$ cat src/rtl/fifo_pkg.sv
// Shared async-FIFO helpers: Gray/binary conversion and pointer width.
// Used by both the reader-side empty block and the writer-side full block.
package fifo_pkg;

  localparam int ADDRBITS = 8;
  localparam int PTR_W    = ADDRBITS + 1;

  function automatic logic [31:0] bin2gray(
    input logic [31:0] b
  );
    return b ^ (b >> 1);
  endfunction

  function automatic logic [31:0] gray2bin(
    input logic [31:0] g
  );
    logic [31:0] b;
    b[31] = g[31];
    for (int i = 30; i >= 0; i--) begin
      b[i] = b[i+1] ^ g[i];
    end
    return b;
  endfunction

endpackage

$ cat src/rtl/read_ptr_empty_if.sv
// Reader-side bundle of the async FIFO: read request, synced write
// pointer in; Gray/binary read pointer, flags and level out.
interface read_ptr_empty_if #(
  parameter int addrbits = 8
);
  localparam int PTR_W = addrbits + 1;

  logic                rd_en;
  logic [PTR_W-1:0]    sync_wrptr;
  logic [PTR_W-1:0]    rdptr;
  logic [addrbits-1:0] raddr;
  logic                empty;
  logic                rd_ack;
  logic                rd_underflow;
  logic                almost_empty;
  logic [PTR_W-1:0]    rd_level;

  modport master (
    output rd_en,
    output sync_wrptr,
    input  rdptr,
    input  raddr,
    input  empty,
    input  rd_ack,
    input  rd_underflow,
    input  almost_empty,
    input  rd_level
  );

  modport slave (
    input  rd_en,
    input  sync_wrptr,
    output rdptr,
    output raddr,
    output empty,
    output rd_ack,
    output rd_underflow,
    output almost_empty,
    output rd_level
  );

endinterface

$ cat src/rtl/read_ptr_empty_gray2bin_conv.sv
// Combinational Gray-to-binary converter, width W.
// Ports: gray_i (W) in, bin_o (W) out.
module gray2bin_conv
  import fifo_pkg::*;
#(
  parameter int W = 9
) (
  input  logic [W-1:0] gray_i,
  output logic [W-1:0] bin_o
);

  logic [31:0] wide;

  always_comb begin
    wide  = gray2bin(32'(gray_i));
    bin_o = wide[W-1:0];
  end

endmodule

$ cat src/rtl/read_ptr_empty.sv
// Read-domain pointer/empty flag generator for the async FIFO.
// Ports: clk_in, rst (async, active-low), flush (sync clear), bus (slave):
//   rd_en, sync_wrptr in; rdptr, raddr, empty, rd_ack, rd_underflow,
//   almost_empty, rd_level out. Macro FIFO_ALMOST_EMPTY_EN enables
//   rd_level/almost_empty; otherwise both are tied 0.
module read_ptr_empty
  import fifo_pkg::*;
#(
  parameter int addrbits  = 8,
  parameter int AE_THRESH = 4
) (
  input  logic             clk_in,
  input  logic             rst,
  input  logic             flush,
  read_ptr_empty_if.slave  bus
);

  localparam int PW = addrbits + 1;

  logic [PW-1:0] rbin_q;
  logic [PW-1:0] rbin_d;
  logic [PW-1:0] rgray_q;
  logic [PW-1:0] rgray_d;
  logic [31:0]   gray_w;
  logic          empty_q;
  logic          ack_q;
  logic          udf_q;
  logic          rd_inc;

  always_comb begin
    rd_inc  = bus.rd_en & ~empty_q;
    rbin_d  = rbin_q + PW'(rd_inc);
    gray_w  = bin2gray(32'(rbin_d));
    rgray_d = gray_w[PW-1:0];
  end

  // Empty compares the next pointer with the incoming synced write
  // pointer, so a write landing with the last read keeps empty low.
  always_ff @(posedge clk_in or negedge rst) begin
    if (!rst) begin
      rbin_q  <= '0;
      rgray_q <= '0;
      empty_q <= 1'b1;
      ack_q   <= 1'b0;
      udf_q   <= 1'b0;
    end else if (flush) begin
      rbin_q  <= '0;
      rgray_q <= '0;
      empty_q <= 1'b1;
      ack_q   <= 1'b0;
      udf_q   <= 1'b0;
    end else begin
      rbin_q  <= rbin_d;
      rgray_q <= rgray_d;
      empty_q <= (rgray_d == bus.sync_wrptr);
      ack_q   <= rd_inc;
      udf_q   <= bus.rd_en & empty_q;
    end
  end

  assign bus.rdptr        = rgray_q;
  assign bus.raddr        = rbin_q[addrbits-1:0];
  assign bus.empty        = empty_q;
  assign bus.rd_ack       = ack_q;
  assign bus.rd_underflow = udf_q;

`ifdef FIFO_ALMOST_EMPTY_EN
  logic [PW-1:0] wbin;
  logic [PW-1:0] diff;
  logic [PW-1:0] lvl_q;
  logic          ae_q;

  gray2bin_conv #(
    .W (PW)
  ) u_g2b (
    .gray_i (bus.sync_wrptr),
    .bin_o  (wbin)
  );

  assign diff = wbin - rbin_d;

  always_ff @(posedge clk_in or negedge rst) begin
    if (!rst) begin
      lvl_q <= '0;
      ae_q  <= 1'b1;
    end else if (flush) begin
      lvl_q <= '0;
      ae_q  <= 1'b1;
    end else begin
      lvl_q <= diff;
      ae_q  <= (diff <= PW'(AE_THRESH));
    end
  end

  assign bus.rd_level     = lvl_q;
  assign bus.almost_empty = ae_q;
`else
  logic [31:0] unused_ae_thresh;
  assign unused_ae_thresh = 32'(AE_THRESH);

  assign bus.rd_level     = '0;
  assign bus.almost_empty = 1'b0;
`endif

endmodule

$ cat src/flat_wrapper.sv
// flat-port wrapper written by rule: the top's interface ports become plain ports
module read_ptr_empty_flat import fifo_pkg::*;
#(
  parameter int addrbits  = 8,
  parameter int AE_THRESH = 4
)
  (clk_in, rst, flush, bus_rd_en, bus_sync_wrptr, bus_rdptr, bus_raddr, bus_empty, bus_rd_ack, bus_rd_underflow, bus_almost_empty, bus_rd_level);
  read_ptr_empty_if #(.addrbits(addrbits)) bus_i ();
  input  logic clk_in;
  input  logic rst;
  input  logic flush;
  input wire logic [$bits(bus_i.rd_en)-1:0] bus_rd_en;
  input wire logic [$bits(bus_i.sync_wrptr)-1:0] bus_sync_wrptr;
  output wire logic [$bits(bus_i.rdptr)-1:0] bus_rdptr;
  output wire logic [$bits(bus_i.raddr)-1:0] bus_raddr;
  output wire logic [$bits(bus_i.empty)-1:0] bus_empty;
  output wire logic [$bits(bus_i.rd_ack)-1:0] bus_rd_ack;
  output wire logic [$bits(bus_i.rd_underflow)-1:0] bus_rd_underflow;
  output wire logic [$bits(bus_i.almost_empty)-1:0] bus_almost_empty;
  output wire logic [$bits(bus_i.rd_level)-1:0] bus_rd_level;
  assign bus_i.rd_en = bus_rd_en;
  assign bus_i.sync_wrptr = bus_sync_wrptr;
  assign bus_rdptr = bus_i.rdptr;
  assign bus_raddr = bus_i.raddr;
  assign bus_empty = bus_i.empty;
  assign bus_rd_ack = bus_i.rd_ack;
  assign bus_rd_underflow = bus_i.rd_underflow;
  assign bus_almost_empty = bus_i.almost_empty;
  assign bus_rd_level = bus_i.rd_level;
  read_ptr_empty #(.addrbits(addrbits), .AE_THRESH(AE_THRESH)) u_core (.clk_in(clk_in), .rst(rst), .flush(flush), .bus(bus_i));
endmodule
$ cat config.mk
export PLATFORM = sky130hd
export DESIGN_NAME = read_ptr_empty_flat
export DESIGN_NICKNAME = d
export VERILOG_FILES = /design/src/rtl/fifo_pkg.sv /design/src/rtl/read_ptr_empty_if.sv /design/src/rtl/read_ptr_empty_gray2bin_conv.sv /design/src/rtl/read_ptr_empty.sv /design/src/flat_wrapper.sv
export SDC_FILE = /design/constraint.sdc
export NUM_CORES = 1
export LEC_CHECK = 0
export CORE_MARGIN = 2
export CORE_UTILIZATION = 47
export DETAILED_ROUTE_END_ITERATION = 8
export GPL_ROUTABILITY_DRIVEN = 0
export MAX_ROUTING_LAYER = met4
export PLACE_DENSITY = 0.95
export SLEW_MARGIN = 20
export SYNTH_ARGS = -nofsm -noshare
export SYNTH_HDL_FRONTEND = slang
export SYNTH_HIERARCHICAL = 1
export SYNTH_SLANG_ARGS = --single-unit
$ cat constraint.sdc
create_clock -name clk_in -period 3.66 [get_ports clk_in]
set_input_delay 0.549 -clock clk_in [delete_from_list [all_inputs] [get_ports clk_in]]
set_output_delay 0.549 -clock clk_in [all_outputs]
set_load 0.02 [all_outputs]
Word level (Yosys, flattened, before mapping)
Index checks and enable logic that the tools add are counted.
{"block": "totals", "elab_cells": 16, "ff_bits": 21}
{"block": "op_classes", "mux": 5, "add_sub_neg": 1, "eq_ne": 1, "n_bitwise": 4}
{"op": "$mux W9", "count": 2}
{"op": "$add A9 B1 Y9", "count": 1}
{"op": "$eq A9 B9 Y1", "count": 1}
{"op": "$xor A9 B8 Y9", "count": 1}
{"op": "$mux W1", "count": 3}
{"op": "$and A1 B1 Y1", "count": 2}
{"op": "$not A1 Y1", "count": 1}

Depth between registers and ports, before layout
{"block": "depth", "ltp_word": 6, "mapped_depth": 9, "ltp_nobuf": 8}

Worst setup path after synthesis
Ideal clock, no wire load.
{"block": "synth_timing", "path_type": "input to register", "startpoint": "in bus_rd_en", "endpoint": "reg u_core.empty_q, in the netlist u_core/bus.empty", "arrival_ns": 2.161, "required_ns": 3.598, "cell_stages": 9, "setup_slack_ns": 1.437, "path_buffers": 1, "cell_sequence": "nor2b_1 -> ha_1 -> ha_1 -> buf_2 -> nand3_1 -> xnor2_1 -> xnor3_1 -> nor3b_1 -> a41o_1"}
{"block": "synth_between", "elab_chain_cells": 5}
{"element": "start, declared", "line": "flat_wrapper.sv:12", "rtl": "input wire logic [$bits(bus_i.rd_en)-1:0] bus_rd_en;"}
{"element": "$and A1 B1 Y1", "line": "read_ptr_empty.sv:31", "rtl": "rd_inc = bus.rd_en & ~empty_q;"}
{"element": "$add A9 B1 Y9", "line": "read_ptr_empty.sv:32", "rtl": "rbin_d = rbin_q + PW'(rd_inc);"}
{"element": "$xor A9 B8 Y9", "line": "fifo_pkg.sv:11", "rtl": "return b ^ (b >> 1);"}
{"element": "$eq A9 B9 Y1", "line": "read_ptr_empty.sv:55", "rtl": "empty_q <= (rgray_d == bus.sync_wrptr);"}
{"element": "$mux W1", "line": "read_ptr_empty.sv:46", "rtl": "end else if (flush) begin"}
{"element": "end signal, assigned", "line": "read_ptr_empty.sv:55"}
{"element": "end, declared", "line": "read_ptr_empty.sv:25", "rtl": "logic empty_q;"}
Every way passes these cells.

Final worst setup path
Same ends and word-level chain as after synthesis.

==> results.txt <==
The switching component of the power came out at 0.108 mW. The max-slew violation count is 0. The destination of the worst register-to-register timing path is u_core/bus.empty.

The worst-path maximum fanout is 8. The routed length per instance is 13.9 µm. The maximum achievable frequency is 370 MHz. The overall track demand over capacity in global routing came out at 0.188. Clock skew on the completed layout was measured at 0.00992 ns. The TritonCTS buffer count came out at 3. The via count of the first global-routing pass came to 869. The leakage component of the power is 0.678 nW.

The initial utilization of the core area, before any placement, comes to 0.491. The run finished with clean final reports. Traced cell by cell, the critical path runs through clkdlybuf4s50_1 -> nor2b_1 -> ha_1 -> ha_1 -> nand3_1 -> xnor2_1 -> xnor3_1 -> nor3b_1 -> a41o_1. The initial antenna violation count is 0. The launch instance of the worst register-to-register path is u_core/bus.empty. The number of DRC markers after the initial detailed-route iteration came out at 22.

IR analysis of the VDD net gives a maximum drop of 0.141 mV. The finished cells cover 1520 µm². The worst-case headroom to the max-slew limit is 0.422. The Yosys warning count came out at 6. The CTS tree is built. The maximum level of the CTS H-tree is 1. The total internal power came out at 0.302 mW. After synthesis, the cell types taking the most area are sky130_fd_sc_hd__dfrtp_1, sky130_fd_sc_hd__xnor2_1, sky130_fd_sc_hd__buf_4, sky130_fd_sc_hd__xnor3_1, sky130_fd_sc_hd__nor2_1. For the worst flop-to-flop path, the logic depth is 8. The count of final setup violators came out at 0. The total area inside the core boundary comes to 2430 µm².

The synthesized design contains 20 register bits. The total power density per cell area came out at 270 nW/µm². sky130_fd_sc_hd__dfrtp_1 takes more of the synthesized area than any other cell.

The number of buffers between clock root and the deepest sink is 2. The critical path is of the input pin to flip-flop type. Clock latency on the worst-skew pair, taken at its later pin, is 0.31 ns. The max-cap check violation count came out at 0. Among all stages on the critical path, the largest delay is contributed by sky130_fd_sc_hd__clkdlybuf4s50_1.

STA classifies the critical path startpoint as an input pin. The layout overhead on the synthesized area is 27.2%. The share of synthesized area in the top cell type comes to 0.398. The per-cell via count in the routed design came out at 5.28. The detail route stage leaves a number of antenna-violating nets equal to 0. The clock input transition at the sequential cells of the worst setup and hold paths is 0.10 ns.

The critical path's most frequent cell is sky130_fd_sc_hd__ha_1. The hold-fix buffer count after cts came out at 0. The overall routed net length came out at 2440 µm. The total standard cell area after synthesis came out at 1190 µm².

The first global-routing pass estimated 3740 µm of wire. The fraction of layout instances using a drive strength above 1 is 0.0685. Tracing the worst setup path back leads to its startpoint at bus_rd_en. The die boundary width is 54.4 µm. The average size of a mapped cell is 10.4 µm². In this run the tool buffered the top-level ports with 32 buffer cells. Post-CTS timing repair inserted 0 buffers for setup. The data arrival time of the worst path came out at 2.95 ns.

The number of instances in the synthesized netlist came out at 115. The post-synthesis cell type count came out at 32. The combinational share of power is 0.175.

The wire-length estimate of the detail-placed layout is 1840 µm. The path class of the tightest hold or removal check is flip-flop to flip-flop. The count of TritonRoute iterations in the first routing pass is 4. The post-route DRC violation count came out at 0. The power share of the sequential group is 0.556. The placed standard-cell area is 1490 µm².

The count of antenna diodes in the layout is 0. The required time at the endpoint of the critical path is 3.91 ns. Setup repair after global routing left no endpoint under its margin. The overflow left after global routing came out at 0. The net count of the finished layout is 162. The maximum number of pins on one net before global-route repair came out at 21.

Of the total power, the share spent switching nets is 0.263. The part of the cycle the worst path needs came out at 0.738. After clock tree synthesis, the repair step resized 0 gates.

The clock share of power is 0.269. The worst reg-to-reg setup slack is 1.32 ns. The vertical die dimension is 54.4 µm.

The type of element capturing the critical path is a flip-flop. The delay contributed by the slowest stage of the critical path came out at 0.48 ns. At the pin with the least slew margin, the transition time is 0.865 ns. The floorplan has 18 rows. The area of the die is 2960 µm². The clock root buffer is sky130_fd_sc_hd__clkbuf_4. The sequential cell area fraction in the yosys report came out at 0.420. The number of I/O pins is 43. At the end of the flow the core is filled with cells to 0.625.

The total via count after detailed routing came out at 929. After layout, the minimum clock period comes to 2.70 ns. The destination of the critical timing path is u_core/bus.empty.

The number of clock sinks is 20. For the final routed database, the setup TNS stands at 0 ns. The number of hold-slack violations in the final timing report is 0.
-- synthesized netlist by cell type --
master / count
sky130_fd_sc_hd__clkbuf_1: 2
sky130_fd_sc_hd__or2_2: 2
sky130_fd_sc_hd__xor2_1: 7
sky130_fd_sc_hd__nor2_1: 17
sky130_fd_sc_hd__nor2_2: 1
sky130_fd_sc_hd__o22ai_1: 1
sky130_fd_sc_hd__and2_1: 1
sky130_fd_sc_hd__and3_1: 1
sky130_fd_sc_hd__nand3_1: 5
sky130_fd_sc_hd__xnor3_1: 3
sky130_fd_sc_hd__conb_1: 1
sky130_fd_sc_hd__a41o_1: 1
sky130_fd_sc_hd__buf_2: 2
sky130_fd_sc_hd__o21a_1: 1
sky130_fd_sc_hd__xor2_2: 1
sky130_fd_sc_hd__nor3b_1: 2
sky130_fd_sc_hd__buf_4: 10
sky130_fd_sc_hd__xnor2_1: 15
sky130_fd_sc_hd__nand2b_1: 1
sky130_fd_sc_hd__or4_1: 1
sky130_fd_sc_hd__nand2_1: 4
sky130_fd_sc_hd__a21oi_1: 1
sky130_fd_sc_hd__dfrtp_1: 19
sky130_fd_sc_hd__dfstp_2: 1
sky130_fd_sc_hd__a31oi_1: 1
sky130_fd_sc_hd__mux2i_1: 3
sky130_fd_sc_hd__nor3_1: 2
sky130_fd_sc_hd__and3b_1: 1
sky130_fd_sc_hd__nand4_2: 1
sky130_fd_sc_hd__nor2b_1: 4
sky130_fd_sc_hd__and4_2: 1
sky130_fd_sc_hd__ha_1: 2
-- stage by stage --
stage	power [mW]	cells	hold slack (ns)	setup WS (ns)
after global placement	0.303	172	0.578	0.827
after CTS	0.413	176	0.603	1.01
after global routing	0.431	176	0.613	0.812
after detailed placement	0.305	172	0.585	0.700
final	0.411	176	0.598	0.958
after floorplan	0.281	124	0.253	1.44
-- registers in the layout, summed over array words and instances, names as in the netlist --
signal / cells
u_core/bus.rd_ack: 1
u_core/bus.rdptr: 8
u_core/bus.rd_underflow: 1
u_core/rbin_q: 9
u_core/bus.empty: 1
-- logic make-up (layout without fill, tap and decap cells) --
logic type | Yosys count | after routing | share of synthesized area
AO/OA/AOI/OAI | 5 | 5 | 0.0293
XOR/XNOR | 26 | 26 | 0.231
adder cells (fa/ha/maj) | 2 | 2 | 0.0209
buffers and inverters | 14 | 36 | 0.0775
flip-flops | 20 | 20 | 0.420
multiplexers | 3 | 3 | 0.0251
other | 1 | 10 | 0.00314
AND/OR/NAND/NOR | 44 | 44 | 0.193
-- layer usage --
metal / vias to the layer above / track usage / wire [µm]
met5: - / - / 0
met4: 0 / 0.0875 / 50
met3: 9 / 0.0410 / 151
met2: 44 / 0.343 / 1310
met1: 452 / 0.188 / 926
li1: 424 / - / -
-- power by group through the flow --
stage / combinational (mW) / sequential [mW] / clock, mW
3_3_place_gp: 0.0707 / 0.233 / 0
5_1_grt: 0.0783 / 0.229 / 0.124
6_report: 0.0719 / 0.228 / 0.110
4_1_cts: 0.0727 / 0.228 / 0.112
3_5_place_dp: 0.0724 / 0.233 / 0
2_1_floorplan: 0.0427 / 0.238 / 0
-- area by class of cell --
type / count / area, µm²
fillers: 198 / 912
multi-input cells: 90 / 634
flip-flops and latches: 20 / 502
repair buffers: 32 / 320
well taps: 30 / 37.5
clock buffers: 4 / 26.3
-- worst min path at each step --
stage                              end              from  slack [ns]  cells past startpoint
5_1_grt        u_core/bus.rd_underflow  u_core/bus.empty        0.61                      1
3_3_place_gp   u_core/bus.rd_underflow  u_core/bus.empty        0.58                      1
4_1_cts        u_core/bus.rd_underflow  u_core/bus.empty        0.60                      1
2_1_floorplan        u_core/bus.rd_ack               rst        0.25                      0
3_5_place_dp   u_core/bus.rd_underflow  u_core/bus.empty        0.58                      1
6_report       u_core/bus.rd_underflow  u_core/bus.empty        0.60                      1
-- cells in the final DEF, fill, tap and decap left out, drive strengths merged --
cell           netlist  final
and3b                1      1
nor3b                2      2
nand2                4      4
nor3                 2      2
nand4                1      1
nand2b               1      1
or2                  2      2
o22ai                1      1
nand3                5      5
mux2i                3      3
a31oi                1      1
xnor3                3      3
a21oi                1      1
clkdlybuf4s50        0     32
o21a                 1      1
and2                 1      1
dfrtp               19     19
dfstp                1      1
nor2                18     18
conb                 1     10
nor2b                4      4
and4                 1      1
and3                 1      1
or4                  1      1
a41o                 1      1
xnor2               15     15
ha                   2      2
xor2                 8      8
clkbuf               2      4
-- critical path, delay by kind of cell --
| kind | cells | cell delay, ns |
|---|---|---|
| xor+xnor | 2 | 0.61 |
| fa+ha+maj | 2 | 0.58 |
| simple gates | 3 | 0.54 |
| buf+inv | 1 | 0.48 |
| compound gates | 1 | 0.19 |
No activity file was read; power rests on OpenSTA's default activity.
